$ cat src/rtl/jtframe_romarb_pkg.sv
// jtframe_romarb_pkg: shared constants, arbiter state and grant pickers.
// rr_pick and prio_pick work on a fixed 8-bit request vector so one
// function serves every channel count from 1 to 8.
package jtframe_romarb_pkg;

    localparam int SDRAM_AW  = 22;
    localparam int SDRAM_DW  = 32;
    localparam int READY_CNT = 4;
    localparam int MAX_CH    = 8;

    typedef enum logic {
        ST_IDLE = 1'b0,
        ST_BUSY = 1'b1
    } arb_state_e;

    // Search starts one past the last grant and wraps. Unused upper
    // channels never request, so the wrap behaves as modulo CH.
    function automatic logic [MAX_CH-1:0] rr_pick(input logic [MAX_CH-1:0] req,
                                                  input logic [2:0]        last);
        logic [MAX_CH-1:0] grant;
        logic [2:0]        idx;
        logic              found;
        grant = '0;
        found = 1'b0;
        for (int k = 1; k <= MAX_CH; k++) begin
            idx = last + 3'(k);
            if (!found && req[idx]) begin
                grant[idx] = 1'b1;
                found      = 1'b1;
            end
        end
        return grant;
    endfunction

    // Highest requesting index wins.
    function automatic logic [MAX_CH-1:0] prio_pick(input logic [MAX_CH-1:0] req);
        logic [MAX_CH-1:0] grant;
        grant = '0;
        for (int k = 0; k < MAX_CH; k++) begin
            if (req[k]) grant = MAX_CH'(1) << k;
        end
        return grant;
    endfunction

endpackage

$ cat src/rtl/jtframe_romarb_slot.sv
// jtframe_romarb_slot: one-word cache entry for a single client channel.
// A grant re-tags the entry and invalidates it; the fill marks it valid.
// The data word is deliberately left alone by reset.
module jtframe_romarb_slot
    import jtframe_romarb_pkg::*;
#(
    parameter int AW = 15
) (
    input  logic                clk_i,
    input  logic                rst_i,
    input  logic [AW-1:0]       addr_i,
    input  logic                cs_i,
    input  logic                grant_i,
    input  logic                fill_we_i,
    input  logic [SDRAM_DW-1:0] fill_data_i,
    output logic                ok_o,
    output logic                miss_o,
    output logic [SDRAM_DW-1:0] data_o
);

    logic [AW-1:0]       tag_q, tag_d;
    logic                valid_q, valid_d;
    logic [SDRAM_DW-1:0] data_q, data_d;

    // Next tag/valid/data from grant and fill strobes.
    always_comb begin
        tag_d   = tag_q;
        valid_d = valid_q;
        data_d  = data_q;
        if (grant_i) begin
            tag_d   = addr_i;
            valid_d = 1'b0;
        end else if (fill_we_i) begin
            valid_d = 1'b1;
        end
        if (fill_we_i) data_d = fill_data_i;
    end

    // Tag and valid registers, cleared by reset.
    always_ff @(posedge clk_i) begin
        if (rst_i) begin
            tag_q   <= '0;
            valid_q <= 1'b0;
        end else begin
            tag_q   <= tag_d;
            valid_q <= valid_d;
        end
    end

    // Data word survives reset.
    always_ff @(posedge clk_i) begin
        data_q <= data_d;
    end

    assign ok_o   = cs_i & valid_q & (tag_q == addr_i);
    assign miss_o = cs_i & ~ok_o;
    assign data_o = data_q;

endmodule

$ cat src/rtl/jtframe_romarb.sv
// jtframe_romarb: CH-channel SDRAM ROM request arbiter, one cached word per
// channel. Define JTFRAME_ROMARB_RR_EN for round-robin arbitration; without
// it the highest-index missing channel wins (object fetcher beats CPU).
//
// state   | meaning
// IDLE    | no request outstanding, waiting for a miss
// BUSY    | request for channel sel_q outstanding until data_rdy
module jtframe_romarb
    import jtframe_romarb_pkg::*;
#(
    parameter int                     CH      = 2,
    parameter int                     AW      = 15,
    parameter logic [CH*SDRAM_AW-1:0] OFFSETS = '0
) (
    input  logic                   clk_i,
    input  logic                   rst_i,
    input  logic                   downloading_i,
    input  logic                   loop_rst_i,
    input  logic [CH*AW-1:0]       ch_addr_i,
    input  logic [CH-1:0]          ch_cs_i,
    output logic [CH-1:0]          ch_ok_o,
    output logic [CH*SDRAM_DW-1:0] ch_dout_o,
    output logic                   ready_o,
    output logic                   sdram_req_o,
    input  logic                   sdram_ack_i,
    input  logic                   data_rdy_i,
    input  logic [SDRAM_DW-1:0]    data_read_i,
    output logic [SDRAM_AW-1:0]    sdram_addr_o,
    output logic                   refresh_en_o
);

    logic                 rst_all;
    logic [CH-1:0]        ok, miss, grant, fill;
    arb_state_e           state_q, state_d;
    logic [CH-1:0]        sel_q, sel_d;
    logic                 req_q, req_d;
    logic [SDRAM_AW-1:0]  addr_q, addr_d, grant_addr;
    logic [READY_CNT-1:0] rdy_sr_q, rdy_sr_d;
    logic                 ready_q, refresh_q, refresh_d;
    logic [MAX_CH-1:0]    req8, grant8;
    logic [2:0]           grant_idx;
    logic                 take, fill_we;

    assign rst_all = rst_i | downloading_i | loop_rst_i;

    for (genvar i = 0; i < CH; i++) begin : g_slot
        jtframe_romarb_slot #(.AW(AW)) u_slot (
            .clk_i       (clk_i),
            .rst_i       (rst_all),
            .addr_i      (ch_addr_i[i*AW +: AW]),
            .cs_i        (ch_cs_i[i]),
            .grant_i     (grant[i]),
            .fill_we_i   (fill[i]),
            .fill_data_i (data_read_i),
            .ok_o        (ok[i]),
            .miss_o      (miss[i]),
            .data_o      (ch_dout_o[i*SDRAM_DW +: SDRAM_DW])
        );
    end

    assign fill = {CH{fill_we}} & sel_q;

`ifdef JTFRAME_ROMARB_RR_EN
    logic [2:0] last_q, last_d;

    // Round-robin pointer follows every grant.
    always_comb begin
        last_d = take ? grant_idx : last_q;
    end

    // Pointer starts at CH-1 so channel 0 goes first after reset.
    always_ff @(posedge clk_i) begin
        if (rst_all) last_q <= 3'(CH-1);
        else         last_q <= last_d;
    end
`endif

    // Candidate grant among misses not already being served.
    always_comb begin
        req8 = MAX_CH'(miss & ~sel_q);
`ifdef JTFRAME_ROMARB_RR_EN
        grant8 = rr_pick(req8, last_q);
`else
        grant8 = prio_pick(req8);
`endif
    end

    // One-hot grant to index and the matching SDRAM address.
    always_comb begin
        grant_idx  = '0;
        grant_addr = '0;
        for (int k = 0; k < MAX_CH; k++) begin
            if (grant8[k]) grant_idx = 3'(k);
        end
        for (int i = 0; i < CH; i++) begin
            if (grant_idx == 3'(i))
                grant_addr = OFFSETS[i*SDRAM_AW +: SDRAM_AW]
                           + SDRAM_AW'({ch_addr_i[i*AW +: AW], 1'b0});
        end
    end

    // Arbiter next state: fill on data_rdy and grant the next miss in the same edge.
    always_comb begin
        state_d = state_q;
        sel_d   = sel_q;
        req_d   = req_q;
        addr_d  = addr_q;
        grant   = '0;
        take    = 1'b0;
        fill_we = 1'b0;
        if (sdram_ack_i) req_d = 1'b0;
        case (state_q)
            ST_IDLE: begin
                if (|grant8) take = 1'b1;
            end
            ST_BUSY: begin
                if (data_rdy_i) begin
                    fill_we = ~rst_all;
                    if (|grant8) begin
                        take = 1'b1;
                    end else begin
                        state_d = ST_IDLE;
                        sel_d   = '0;
                    end
                end
            end
            default: state_d = ST_IDLE;
        endcase
        if (take) begin
            state_d = ST_BUSY;
            grant   = grant8[CH-1:0];
            sel_d   = grant8[CH-1:0];
            req_d   = 1'b1;
            addr_d  = grant_addr;
        end
    end

    // Arbiter registers; any reset source abandons the outstanding request.
    always_ff @(posedge clk_i) begin
        if (rst_all) begin
            state_q <= ST_IDLE;
            sel_q   <= '0;
            req_q   <= 1'b0;
            addr_q  <= '0;
        end else begin
            state_q <= state_d;
            sel_q   <= sel_d;
            req_q   <= req_d;
            addr_q  <= addr_d;
        end
    end

    assign rdy_sr_d  = {rdy_sr_q[READY_CNT-2:0], 1'b1};
    assign refresh_d = &(~ch_cs_i | ok);

    // Ready delay shift counter and registered refresh permission.
    always_ff @(posedge clk_i) begin
        if (rst_all) begin
            rdy_sr_q  <= '0;
            ready_q   <= 1'b0;
            refresh_q <= 1'b0;
        end else begin
            rdy_sr_q  <= rdy_sr_d;
            ready_q   <= rdy_sr_q[READY_CNT-1];
            refresh_q <= refresh_d;
        end
    end

    assign ch_ok_o      = ok;
    assign ready_o      = ready_q;
    assign sdram_req_o  = req_q;
    assign sdram_addr_o = addr_q;
    assign refresh_en_o = refresh_q;

endmodule

$ cat config.mk
export PLATFORM = sky130hd
export DESIGN_NAME = jtframe_romarb
export DESIGN_NICKNAME = d
export VERILOG_FILES = /design/src/rtl/jtframe_romarb_pkg.sv /design/src/rtl/jtframe_romarb_slot.sv /design/src/rtl/jtframe_romarb.sv
export SDC_FILE = /design/constraint.sdc
export NUM_CORES = 1
export LEC_CHECK = 0
export CAP_MARGIN = 20
export CORE_ASPECT_RATIO = 1.4
export CORE_MARGIN = 3
export CORE_UTILIZATION = 45
export DETAILED_ROUTE_END_ITERATION = 8
export PLACE_DENSITY = 0.8
export SLEW_MARGIN = 20
export SYNTH_ARGS = -nofsm -noshare
export SYNTH_HDL_FRONTEND = slang
export SYNTH_SLANG_ARGS = --single-unit
export TNS_END_PERCENT = 10
$ cat constraint.sdc
create_clock -name clk_i -period 4.5 [get_ports clk_i]
set_input_delay 0.45 -clock clk_i [delete_from_list [all_inputs] [get_ports clk_i]]
set_output_delay 0.45 -clock clk_i [all_outputs]
set_load 0.03 [all_outputs]
Yosys cells after proc, flatten, opt, wreduce, memory -nomap -nowiden
Cells that the tools add are included.
- bits of input ports: 70
- output and inout port bits: 91
- flip-flop bits (word level): 128
- bitwise gates (word level): 17
- reductions and logical operators: 9
- muxes and demuxes: 33
- equality and inequality tests: 4
- operators by type and width (operator ; number):
    $mux W8 ; 7
    $eq A15 B15 Y1 ; 2
    $mux W22 ; 1
    $mux W3 ; 6
    $mux W16 ; 1
    $mux W1 ; 12
    $mux W2 ; 5
    $and A2 B8 Y8 ; 1
    $not A2 Y8 ; 1
    $reduce_or A8 Y1 ; 1
    $and A1 B1 Y1 ; 6
    $reduce_bool A2 Y1 ; 3
    $not A1 Y1 ; 4
    $reduce_or A2 Y1 ; 2
    $eq A3 B1 Y1 const B ; 1
    $logic_not A3 Y1 ; 1
    $reduce_and A3 Y1 ; 1
    $and A2 B2 Y2 ; 1
    $ne A2 B2 Y1 const B ; 1
    $not A2 Y2 ; 1
    $or A1 B1 Y1 ; 2
    $or A2 B2 Y2 ; 1
    $pmux W1 S2 ; 1
    $reduce_and A2 Y1 ; 1

Depth between registers and ports, before layout
- word-level depth: 23
- depth in mapped cells: 8
- depth with buffers taken out: 7

Hierarchy
A second synthesis with hierarchy kept.
- cell total of the unflattened synthesis: 331
- area, all modules: 4608.2 µm²
- modules (own cells, without submodules) (module ; times used ; area an instance (µm²) ; cells each):
    jtframe_romarb_slot ; 2 ; 1699.1 ; 106
    jtframe_romarb ; 1 ; 1209.9 ; 119

Least setup slack after synthesis
OpenSTA, ideal clock, no wires.
- path kind: input -> register
- start point: input port downloading_i
- end point: register g_slot[0].u_slot.data_q[0], enable pin
- slack: 0.701 ns
- library setup time: 0.463 ns
- arrival: 3.336 ns
- stages on the path: 3
- path buffers: 1
- cells stage by stage: or3_1 -> clkbuf_1 -> nor3_1
- cells in the longest elaborated chain, start to end: 6
- RTL lines (item ; RTL line ; RTL):
    from (decl) ; jtframe_romarb.sv:17 ; input logic downloading_i,
    $or A1 B1 Y1 (2 in a row) ; jtframe_romarb.sv:44 ; assign rst_all = rst_i | downloading_i | loop_rst_i;
    $not A1 Y1 ; jtframe_romarb.sv:118 ; fill_we = ~rst_all;
    $mux W1 ; jtframe_romarb.sv:117 ; if (data_rdy_i) begin
    $mux W1 ; jtframe_romarb.sv:112 ; case (state_q)
    $and A2 B2 Y2 ; jtframe_romarb.sv:61 ; assign fill = {CH{fill_we}} & sel_q;
    via g_slot[0].u_slot.fill_we_i ; jtframe_romarb_slot.sv:14 ; input logic fill_we_i,
    to (signal assigned) ; jtframe_romarb_slot.sv:52 ; data_q <= data_d;
    to (decl) ; jtframe_romarb_slot.sv:23 ; logic [SDRAM_DW-1:0] data_q, data_d;
The timed path passes the listed nets, and every way through them passes these cells.
A chain may end at the register's enable or synchronous reset.

Worst setup path in the final report
- start point: input port ch_addr_i[19]
- end point: output port ch_ok_o[1]
- cells in the longest elaborated chain, start to end: 2
- RTL lines (item ; RTL line ; RTL):
    from (decl) ; jtframe_romarb.sv:19 ; input logic [CH*AW-1:0] ch_addr_i,
    $eq A15 B15 Y1 ; jtframe_romarb_slot.sv:55 ; assign ok_o = cs_i & valid_q & (tag_q == addr_i);
    $and A1 B1 Y1 ; jtframe_romarb_slot.sv:55 ;
    to (decl) ; jtframe_romarb.sv:21 ; output logic [CH-1:0] ch_ok_o,
No other way between the ends.

==> summary by stage <==
Status
The flow ran to the end, and the final reports show no timing, DRC or antenna violations.

Timing
The clock period could shrink to 3.18 ns. Setup repair after global routing left no endpoint under its margin. The max-slew violation count is 0. The count of endpoints failing hold in the final timing report was 0.

The tightest slew margin relative to the limit is 35.3%. Setup slack closes at 1.32 ns. In the final timing run, aggregate negative setup slack is 0 ns. The final critical-path share of the clock period is 70.6%. At the pin with the least slew margin, the transition time is 0.967 ns. The count of endpoints failing setup in the final report is 0. The clock skew after layout is 0.00616 ns.

The highest attainable clock frequency is 315 MHz.

Pwr
The internal power summed over all cells is 2070 uW. Across the VDD grid, the largest voltage drop is 0.276 mV. Registers are responsible for 44.3% of the overall power. For this design the total switching power over the nets is 581 uW.

In this run the power density over the cells is 390 nW/um2. The switching share of power is 21.9%. The part of the power in the clock network is 48.7%. The static leakage power is 0.00251 uW. The combinational share of power is 6.9%.

Floorplan
The starting density of the core is 46.2%. The floorplan step defined a die boundary enclosing 11500 um2. The die boundary height is 126 um. The number of placement rows is 43.

The die is 91.5 um wide. The top-level port count is 161. The core box area is 9950 um2.

GRT
The number of global-route vias before repair is 3453. In the global route stage, met2 resource usage came out at 35.0%. In the global route stage, met1 resource usage came out at 20.8%.

In the global route stage, met3 resource usage came out at 6.27%. The number of antenna violations at the first check in global routing was 0. The largest net degree at the start of global routing is 35. After global routing the overflow that remains totals 0. The wire length of the first global-routing pass is 17.3 mm. Global routing used 19.4% of the available tracks across all layers. After global routing, the most crowded layer is met2.

Critical path
The timing startpoint of the critical path is ch_addr_i[19]. The critical path is of the input pin to output port type. The critical path launch point type is an input pin.

The origin of the critical flop-to-flop path is g_slot[1].u_slot.tag_q[4]$_SDFFE_PN0P_. The critical path data arrival time is 2.73 ns. Of all nets on the critical path, the largest fanout is 5. The category of the worst setup path capture point is an output port. STA puts the critical path data required time at 4.05 ns.

Cells and area
The share of layout cells above drive strength 1 is 9.19%. The layout overhead on the synthesized area is 47.8%. The post-layout net count is 590. Registers take 3060 um2. The cell area after layout is 6810 um2.

In the layout the commonest cells are sky130_fd_sc_hd__clkdlybuf4s50_1, sky130_fd_sc_hd__edfxtp_1, sky130_fd_sc_hd__dfxtp_1. The count of cells in the finished layout, fillers not included, comes to 668. The most frequent standard cell in the layout excluding fill and tap cells is sky130_fd_sc_hd__clkdlybuf4s50_1. In the final layout, the multi-input gates occupy 1390 um2. The layout has 678 filler cells. 0 antenna diodes ended up in the layout.

At the end of the flow the core is filled with cells to 68.4%.

Min path
The min-delay analysis places its worst path in the category flip-flop to flip-flop. The critical hold path startpoint is rdy_sr_q[2]$_SDFF_PN0_.

Synth
After synthesis the netlist holds a flip-flop and latch count of 121. Sequential cells were found to cover 66.5% of the synthesized design area. The dominant register cell in the synthesized netlist is sky130_fd_sc_hd__edfxtp_1.

The share of flip-flops with an asynchronous set or reset is 0%. In this run the cell area of the synthesized design comes to 4600 um2. Counting distinct cell types in the post-synthesis netlist gives 36. In this run, synthesis inferred 64 flip-flops with an integrated enable. In this run the mean area of a mapped cell was 12.7 um2. The count of synthesis-stage warnings from yosys is 0.

Synthesis handed over a netlist of 362 instances.

Route
The remaining antenna violation count after routing is 0. The overall via count from detail_route is 3386. After detailed routing, the average wire length per cell comes to 16.7 um. The detail-routed via count per cell is 5.07. For this block, the initial DRC count from the detailed router was 149.

The first TritonRoute pass finished after 4 iterations. The total DRC errors in the routed layout is 0. For this block, the routed nets add up to 11.2 mm of wire.

Clocking
The root buffer cell chosen for the clock tree is sky130_fd_sc_hd__clkbuf_16. The number of setup buffers added after CTS is 0. The clock-pin slew of the registers on the worst-case setup and hold paths is 0.05 ns. Buffers inserted to repair hold after CTS numbered 0. The number of buffers created by CTS is 17.

The clock tree from TritonCTS is built. The tree built by TritonCTS fans out to 121 sinks. The number of H-tree branching levels is 4.

The clock passes through at most 2 buffers. Once the clock tree was built, the resizer swapped 0 gates to a different size. Clock latency on the worst-skew pair, taken at its later pin, is 0.40 ns.

Flow run
Max-cap violations in this run came to 0.

Place
The post-placement cell area is 6220 um2. At the end of routability-driven placement, the weighted congestion stood at 0.851. Port buffering added 153 buffers.

The worst setup slack after placement is 1.29 ns. The detailed placement HPWL is 8.05 mm. The cell count after placement is 635.
==> power by group through the flow <==
| stage | clock network [uW] | registers (uW) | logic [uW] |
|---|---|---|---|
| 2_1_floorplan | 0 | 1210 | 79.5 |
| 3_3_place_gp | 0 | 1200 | 178 |
| 3_5_place_dp | 0 | 1200 | 182 |
| 4_1_cts | 1320 | 1180 | 184 |
| 5_1_grt | 1370 | 1180 | 197 |
| 6_report | 1290 | 1180 | 184 |
==> cells in the mapped netlist, drive strengths merged (2+ instances only) <==
cell    instances  area [um2]
dfxtp          57        1140
clkbuf          9        33.8
o21ai          18        90.1
a21oi          23         115
edfxtp         64        1920
nand3          16        85.1
a221o          15         150
nor2b           2        12.5
inv             9        33.8
nor3            8        51.3
mux2i          15         150
nor2           31         116
nand4           2        18.8
and2            4        25.0
xor2           30         263
nand2          19        71.3
nor4           13         106
buf            16         111
==> metrics by stage <==
stage	power, uW	hold slack, ns
2_1_floorplan	1290	0.406
3_3_place_gp	1380	0.409
3_5_place_dp	1380	0.415
4_1_cts	2680	0.428
5_1_grt	2740	0.440
6_report	2660	0.424
==> worst max-delay path, cell delays in order <==
cell and delay (ns):
sky130_fd_sc_hd__clkdlybuf4s50_1 0.47, sky130_fd_sc_hd__xor2_1 0.19, sky130_fd_sc_hd__nor4_2 0.40, sky130_fd_sc_hd__nand4_2 0.32
sky130_fd_sc_hd__inv_2 0.19, sky130_fd_sc_hd__clkdlybuf4s50_1 0.70
==> area by class of cell <==
type / instances / area share [%]
inverters: 10 / 0.552
multi-input cells: 212 / 20.4
clock buffers: 17 / 6.25
repair buffers: 158 / 23.1
clock inverters: 15 / 2.22
well taps: 135 / 2.48
flip-flops and latches: 121 / 45.0
==> path summary, 6_finish.rpt <==
path | endpoint | slack (ns) | depth (start not counted)
max | ch_ok_o[1] | 1.32 | 6
min | rdy_sr_q[3]$_SDFF_PN0_ | 0.42 | 1
max reg2reg | sdram_addr_o[13]$_SDFFE_PN0P_ | 1.99 | 6
min reg2reg | rdy_sr_q[3]$_SDFF_PN0_ | 0.42 | 1
==> logic make-up (layout without fill, tap and decap cells) <==
| kind of cell | Yosys count | after routing | synth area share [%] |
|---|---|---|---|
| other | 1 | 7 | 0.0815 |
| XOR/XNOR | 30 | 30 | 5.71 |
| multiplexers | 15 | 15 | 3.26 |
| flip-flops | 121 | 121 | 66.5 |
| buffers and inverters | 35 | 200 | 3.97 |
| AO/OA/AOI/OAI | 60 | 60 | 9.00 |
| AND/OR/NAND/NOR | 100 | 100 | 11.4 |
==> registers in the layout, indices dropped and copies added (netlist names) <==
signal,count
sel_q,2
ready_o,1
state_q,1
refresh_en_o,1
g_slot.u_slot.tag_q,30
sdram_addr_o,15
rdy_sr_q,4
sdram_req_o,1
g_slot.u_slot.valid_q,2
g_slot.u_slot.data_o,64
==> metal layers <==
metal	vias to the layer above	part of all wire, %
li1	1610	-
met1	1600	38
met2	159	53
met3	17	7.9
met4	0	1.4
met5	-	0
Note: power is estimated with default switching activity, not from simulation.
==> RTL edit 1 (same flow settings) <==
Set the parameter `CH` to 1 (it was 2).
--- a/src/rtl/jtframe_romarb.sv
+++ b/src/rtl/jtframe_romarb.sv
@@ -8,7 +8,7 @@
 module jtframe_romarb
     import jtframe_romarb_pkg::*;
 #(
-    parameter int                     CH      = 2,
+    parameter int                     CH      = 1,
     parameter int                     AW      = 15,
     parameter logic [CH*SDRAM_AW-1:0] OFFSETS = '0
 ) (
Interface: changed (resized ch_addr_i, ch_cs_i, ch_dout_o and ch_ok_o); port bits go from 161 to 112. The function was not compared with the original's and may differ.
==> RTL edit 1 against the unedited design <==
Worst hold slack improved by 13 ps. Cell area down 46%. Sequential power decreased by 41%. Setup slack better by 140 ps. Power decreased by 52%. Area after synthesis is 47% lower. Synthesized cell count shrank 55%. First-iteration DRC count fell by 36%. Via count decreased by 50%. Clock power decreased by 62%. Sequential cell count is 49 lower. Sequential share of layout area increased by 2.7 points. Wire length decreased by 55%. Critical path depth stayed put. Largest cell class unchanged. Largest power group is now registers.
==> RTL edit 1: results (changes against the unedited design) <==
status=finished clean (unchanged); inverters=3 (was 10); top cells by count, synth=40 x dfxtp_1, 32 x edfxtp_1, 30 x a22o_1 (was 64 x edfxtp_1, 57 x dfxtp_1, 31 x nor2_1); Yosys reg bits=72 (was 121); CTS H-Tree Depth=3 (was 4); post-synthesis sequential area ratio=72.50% (was 66.54%); CP max stage cell=clkdlybuf4s50_1 (unchanged); Synth area leaders=edfxtp_1 40%, dfxtp_1 33%, a22o_1 11%, xor2_1 5.4%, buf_4 2.2% (was edfxtp_1 42%, dfxtp_1 25%, xor2_1 5.7%, a221o_1 3.3%, mux2i_1 3.3%); Met1 Wirelength=1934 um (was 4265 um); clock buffer depth=2 (unchanged); DP Wirelength=3675 um (was 8046 um); Max FO, Critical Path=7 (was 5); max FFs per register=32 (was 64); clock root buffer master=clkbuf_8 (was clkbuf_16); non-clk buf share=28.61% (was 23.06%); final RePlAce weighted congestion=0.7070 (was 0.8514); final setup fails=0 (unchanged); cells after synthesis=162 (was 362); CTS Buf Count=9 (was 17); largest net degree at the start of global routing=33 (was 35); met2 routed WL=2283 um (was 5863 um); maximum vdd drop=197.0 uV (was 276.0 uV); fraction of area in multi-input gates=15.80% (was 20.43%); final WL=5050 um (was 11170 um); highest metal used=met4 (unchanged); met3 wire len=769 um (was 881 um); Placed Cells=326 (was 635); all-layer global routing usage=16.92% (was 19.36%); Worst-path clk slew=70 ps (was 50 ps); Avg Vias per Cell=4.944 (was 5.069); PortBufs=104 (was 153); met3 Resource Use GR=8.981% (was 6.272%); Pre-antenna DRT Iters=4 (unchanged); worst skew pair latency=340 ps (was 400 ps); first-pass GRT wire length=7921 um (was 17310 um); PostCTS Resize Cnt=0 (unchanged); DR WL/cell=14.77 um (was 16.72 um); # diodes=0 (unchanged); LEAKAGE=1.386 nW (was 2.508 nW); Netlist cell types=24 (was 36); vias in the first global route=1685 (was 3453); Fin Clk Skew=5.515 ps (was 6.164 ps); Signal buffers=106 (was 158); #MultiIn Comb=79 (was 212); Post-synth EDFFs=32 (was 64); met2 usage=25.18% (was 35.00%); drt first-iter violations=96 (was 149); met1 usage=20.14% (was 20.83%); layout cells sized above 1=7.971% (was 9.193%); clock-cell share of area=5.322% (was 8.476%); Seq/total area=47.73% (was 45.01%); tap cells=66 (was 135); fillers=390 (was 678); Post-CTS Setup Repair Bufs=0 (unchanged); CP arrival=2590 ps (was 2730 ps)
## RTL edit 1: worst register-to-register path: cells and delay by family (launching register included)
kind / cells / cell delay [ps]
compound gates: 1 / 280
xor+xnor: 1 / 160
flops: 1 / 320
simple gates: 3 / 1100
## RTL edit 1: worst paths after layout
kind,cells after the start,start,to,slack (ps)
max,6,ch_addr_i[6],ch_ok_o,1460
min,1,rdy_sr_q[3]$_SDFF_PN0_,ready_o$_SDFF_PN0_,440
max reg2reg,5,g_slot[0].u_slot.tag_q[6]$_SDFFE_PN0P_,g_slot[0].u_slot.tag_q[13]$_SDFFE_PN0P_,2530
min reg2reg,1,rdy_sr_q[3]$_SDFF_PN0_,ready_o$_SDFF_PN0_,440
## RTL edit 1: metrics by stage
stage	area (um2)	power (W)	hold slack, ps	utilization (%)	setup WS [ps]
after floorplan	2452	0.0007446	405.7	-	743.0
after global placement	3495	0.0007984	412.0	67.24	1430
after detailed placement	3495	0.0008001	419.8	67.24	1403
after CTS	3691	0.001289	442.2	71.02	1400
after global routing	3691	0.001325	464.6	71.02	1285
final	3691	0.001273	437.5	71.02	1461
## RTL edit 1: kinds of logic (layout without fill, tap and decap cells)
group | after synthesis | after routing | share of synthesized area (%)
flops | 72 | 72 | 72.50
compound gates | 37 | 37 | 12.31
simple gates | 20 | 20 | 4.840
buf+inv | 17 | 125 | 4.788
xor+xnor | 15 | 15 | 5.407
other cells | 1 | 7 | 0.1543
## RTL edit 1: where the power goes
group | internal [W] | leakage (nW) | switching [W]
Combinational | 0.0000553 | 0.679 | 0.0000385
Sequential | 0.000688 | 0.611 | 0.00000370
Clock | 0.000255 | 0.0952 | 0.000232
Total | 0.000998 | 1.39 | 0.000274
==> RTL edit 2 (config.mk and constraints unchanged) <==
Made on the original files. Take the reset off `addr_q` and load it in a clocked block of its own.
--- a/src/rtl/jtframe_romarb.sv
+++ b/src/rtl/jtframe_romarb.sv
@@ -141,13 +141,15 @@
             state_q <= ST_IDLE;
             sel_q   <= '0;
             req_q   <= 1'b0;
-            addr_q  <= '0;
         end else begin
             state_q <= state_d;
             sel_q   <= sel_d;
             req_q   <= req_d;
-            addr_q  <= addr_d;
         end
+    end
+
+    always_ff @(posedge clk_i) begin
+        addr_q <= addr_d;
     end
 
     assign rdy_sr_d  = {rdy_sr_q[READY_CNT-2:0], 1'b1};
Check against the original RTL: not equivalent (Yosys sat finds a counterexample within 4 cycles, from zero or initial values; the reset may be asserted at any time).
==> RTL edit 2 against the unedited design <==
First-iteration DRC count decreased by 15%. Setup slack got worse by 110 ps. Power increased by 8.5%. Sequential cell count stayed put. Worst hold slack worse by 0.85 ps. Cell area increased by 0.64%. Wire length is 1.7% lower. Area after synthesis down 0.63%. Critical path type unchanged. Largest cell class unchanged.
==> RTL edit 2: results (changes against the unedited design) <==
status=finished clean (unchanged); Worst-Margin Slew=580.8 ps (was 966.9 ps); Avg Vias per Cell=5.020 (was 5.069); layout cells sized above 1=10.19% (was 9.193%); CTS Buf Count=17 (unchanged); P_sw=0.0005931 W (was 0.0005807 W); reg2reg start=g_slot[1].u_slot.tag_q[12]$_SDFFE_PN0P_ (was g_slot[1].u_slot.tag_q[4]$_SDFFE_PN0P_); max FFs per register=64 (unchanged); hold path depth=1 (unchanged); hold slack final=423.4 ps (was 424.2 ps); Fin Clk Skew=6.095 ps (was 6.164 ps); Post-CTS Setup Repair Bufs=0 (unchanged); # nets final=577 (was 590); met3 Resource Use GR=6.851% (was 6.272%); Cell Area, Placed=6216 um2 (was 6221 um2); Top FF cell, synth=edfxtp_1 (unchanged); Ys Warns=0 (unchanged); top cells by count, synth=79 x edfxtp_1, 51 x nand2_1, 42 x dfxtp_1 (was 64 x edfxtp_1, 57 x dfxtp_1, 31 x nor2_1); switch share=20.59% (was 21.87%); DR WL/cell=16.84 um (was 16.72 um); met1 usage=22.06% (was 20.83%); first-pass GRT wire length=16790 um (was 17310 um); DP Wirelength=7823 um (was 8046 um); CTS H-Tree Depth=4 (unchanged); Synth area leaders=edfxtp_1 52%, dfxtp_1 18%, nand2_1 4.2%, xor2_1 3.4%, mux2i_1 3.3% (was edfxtp_1 42%, dfxtp_1 25%, xor2_1 5.7%, a221o_1 3.3%, mux2i_1 3.3%); vias in the first global route=3212 (was 3453); worst skew pair latency=400 ps (about the same); post-synthesis sequential area ratio=70.24% (was 66.54%); Crit. Startpoint=ch_addr_i[13] (was ch_addr_i[19]); drt first-iter violations=127 (was 149); PortBufs=153 (unchanged); Post-synth EDFFs=79 (was 64); Worst-path clk slew=50 ps (about the same); final RePlAce weighted congestion=0.8746 (was 0.8514); sequential share of power=42.2% (was 44.3%); hold_sp=rdy_sr_q[1]$_SDFF_PN0_ (was rdy_sr_q[2]$_SDFF_PN0_); Async S/R FF share, synth=0% (unchanged); LEAKAGE=2.524 nW (was 2.508 nW); Max FO, Critical Path=4 (was 5); all-layer global routing usage=19.38% (was 19.36%); maximum vdd drop=299.9 uV (was 276.0 uV); clock root buffer master=clkbuf_16 (unchanged); PostCTS Resize Cnt=0 (unchanged); DP Worst Slack=1046 ps (was 1290 ps); Hold WC Path Type=flip-flop to flip-flop (unchanged); Placed Cells=620 (was 635); Fmax=304.1 MHz (was 314.8 MHz); Final Non-Filler Cells=652 (was 668); Netlist cell types=39 (was 36); R2R cell count=8 (was 6); clock buffer depth=2 (unchanged); met2 usage=33.00% (was 35.00%); Clk network pwr share=49.7% (was 48.7%); # diodes=0 (unchanged); Reg2Reg Setup Slack=1840 ps (was 1990 ps); largest net degree at the start of global routing=38 (was 35); CP arrival=2840 ps (was 2730 ps); Pre-antenna DRT Iters=4 (unchanged); cells after synthesis=345 (was 362)
RTL edit 2: cell count changes after synthesis, sizes merged, moves of 8 or more:
cell	delta
xor2	-12
edfxtp	+15
nor2	-14
nand2	+32
xnor2	+12
nor4	-8
a221o	-15
dfxtp	-15
RTL edit 2: layout make-up:
| class | instances | area (um2) |
|---|---|---|
| sequential | 121 | 3213 |
| fill | 706 | 2820 |
| timing repair buffer | 159 | 1577 |
| multi-input combinational | 204 | 1247 |
| clock buffer | 17 | 425.4 |
| clock inverter | 15 | 206.4 |
| tap | 132 | 165.2 |
| inverter | 4 | 15.01 |
RTL edit 2: cell families (layout without fill, tap and decap cells):
kind of cell | after synthesis | after routing | share of synthesized area, %
xor gates and xnor gates | 30 | 30 | 5.744
and+or+nand+nor | 112 | 112 | 11.95
AOI/OAI and AO/OA | 40 | 40 | 5.470
buffers and inverters | 26 | 195 | 3.227
DFF | 121 | 121 | 70.24
muxes | 15 | 15 | 3.282
other | 1 | 7 | 0.08198
RTL edit 2: final timing paths:
kind,endpoint
worst max-delay path,ch_ok_o[0]
worst min-delay path,rdy_sr_q[2]$_SDFF_PN0_
worst max register to register,sdram_addr_o[11]$_DFFE_PP_
worst min register to register,rdy_sr_q[2]$_SDFF_PN0_
RTL edit 2: critical path: stages:
cell and delay, ps:
clkdlybuf4s50_1 480, xor2_1 170, or4_4 560, nor4_4 430, clkdlybuf4s50_1 750
RTL edit 2: routing by layer:
metal	part of all wire, %	up-vias
met4	2.4	0
li1	-	1536
met5	0	-
met3	8.6	21
met1	39	1550
met2	50	166
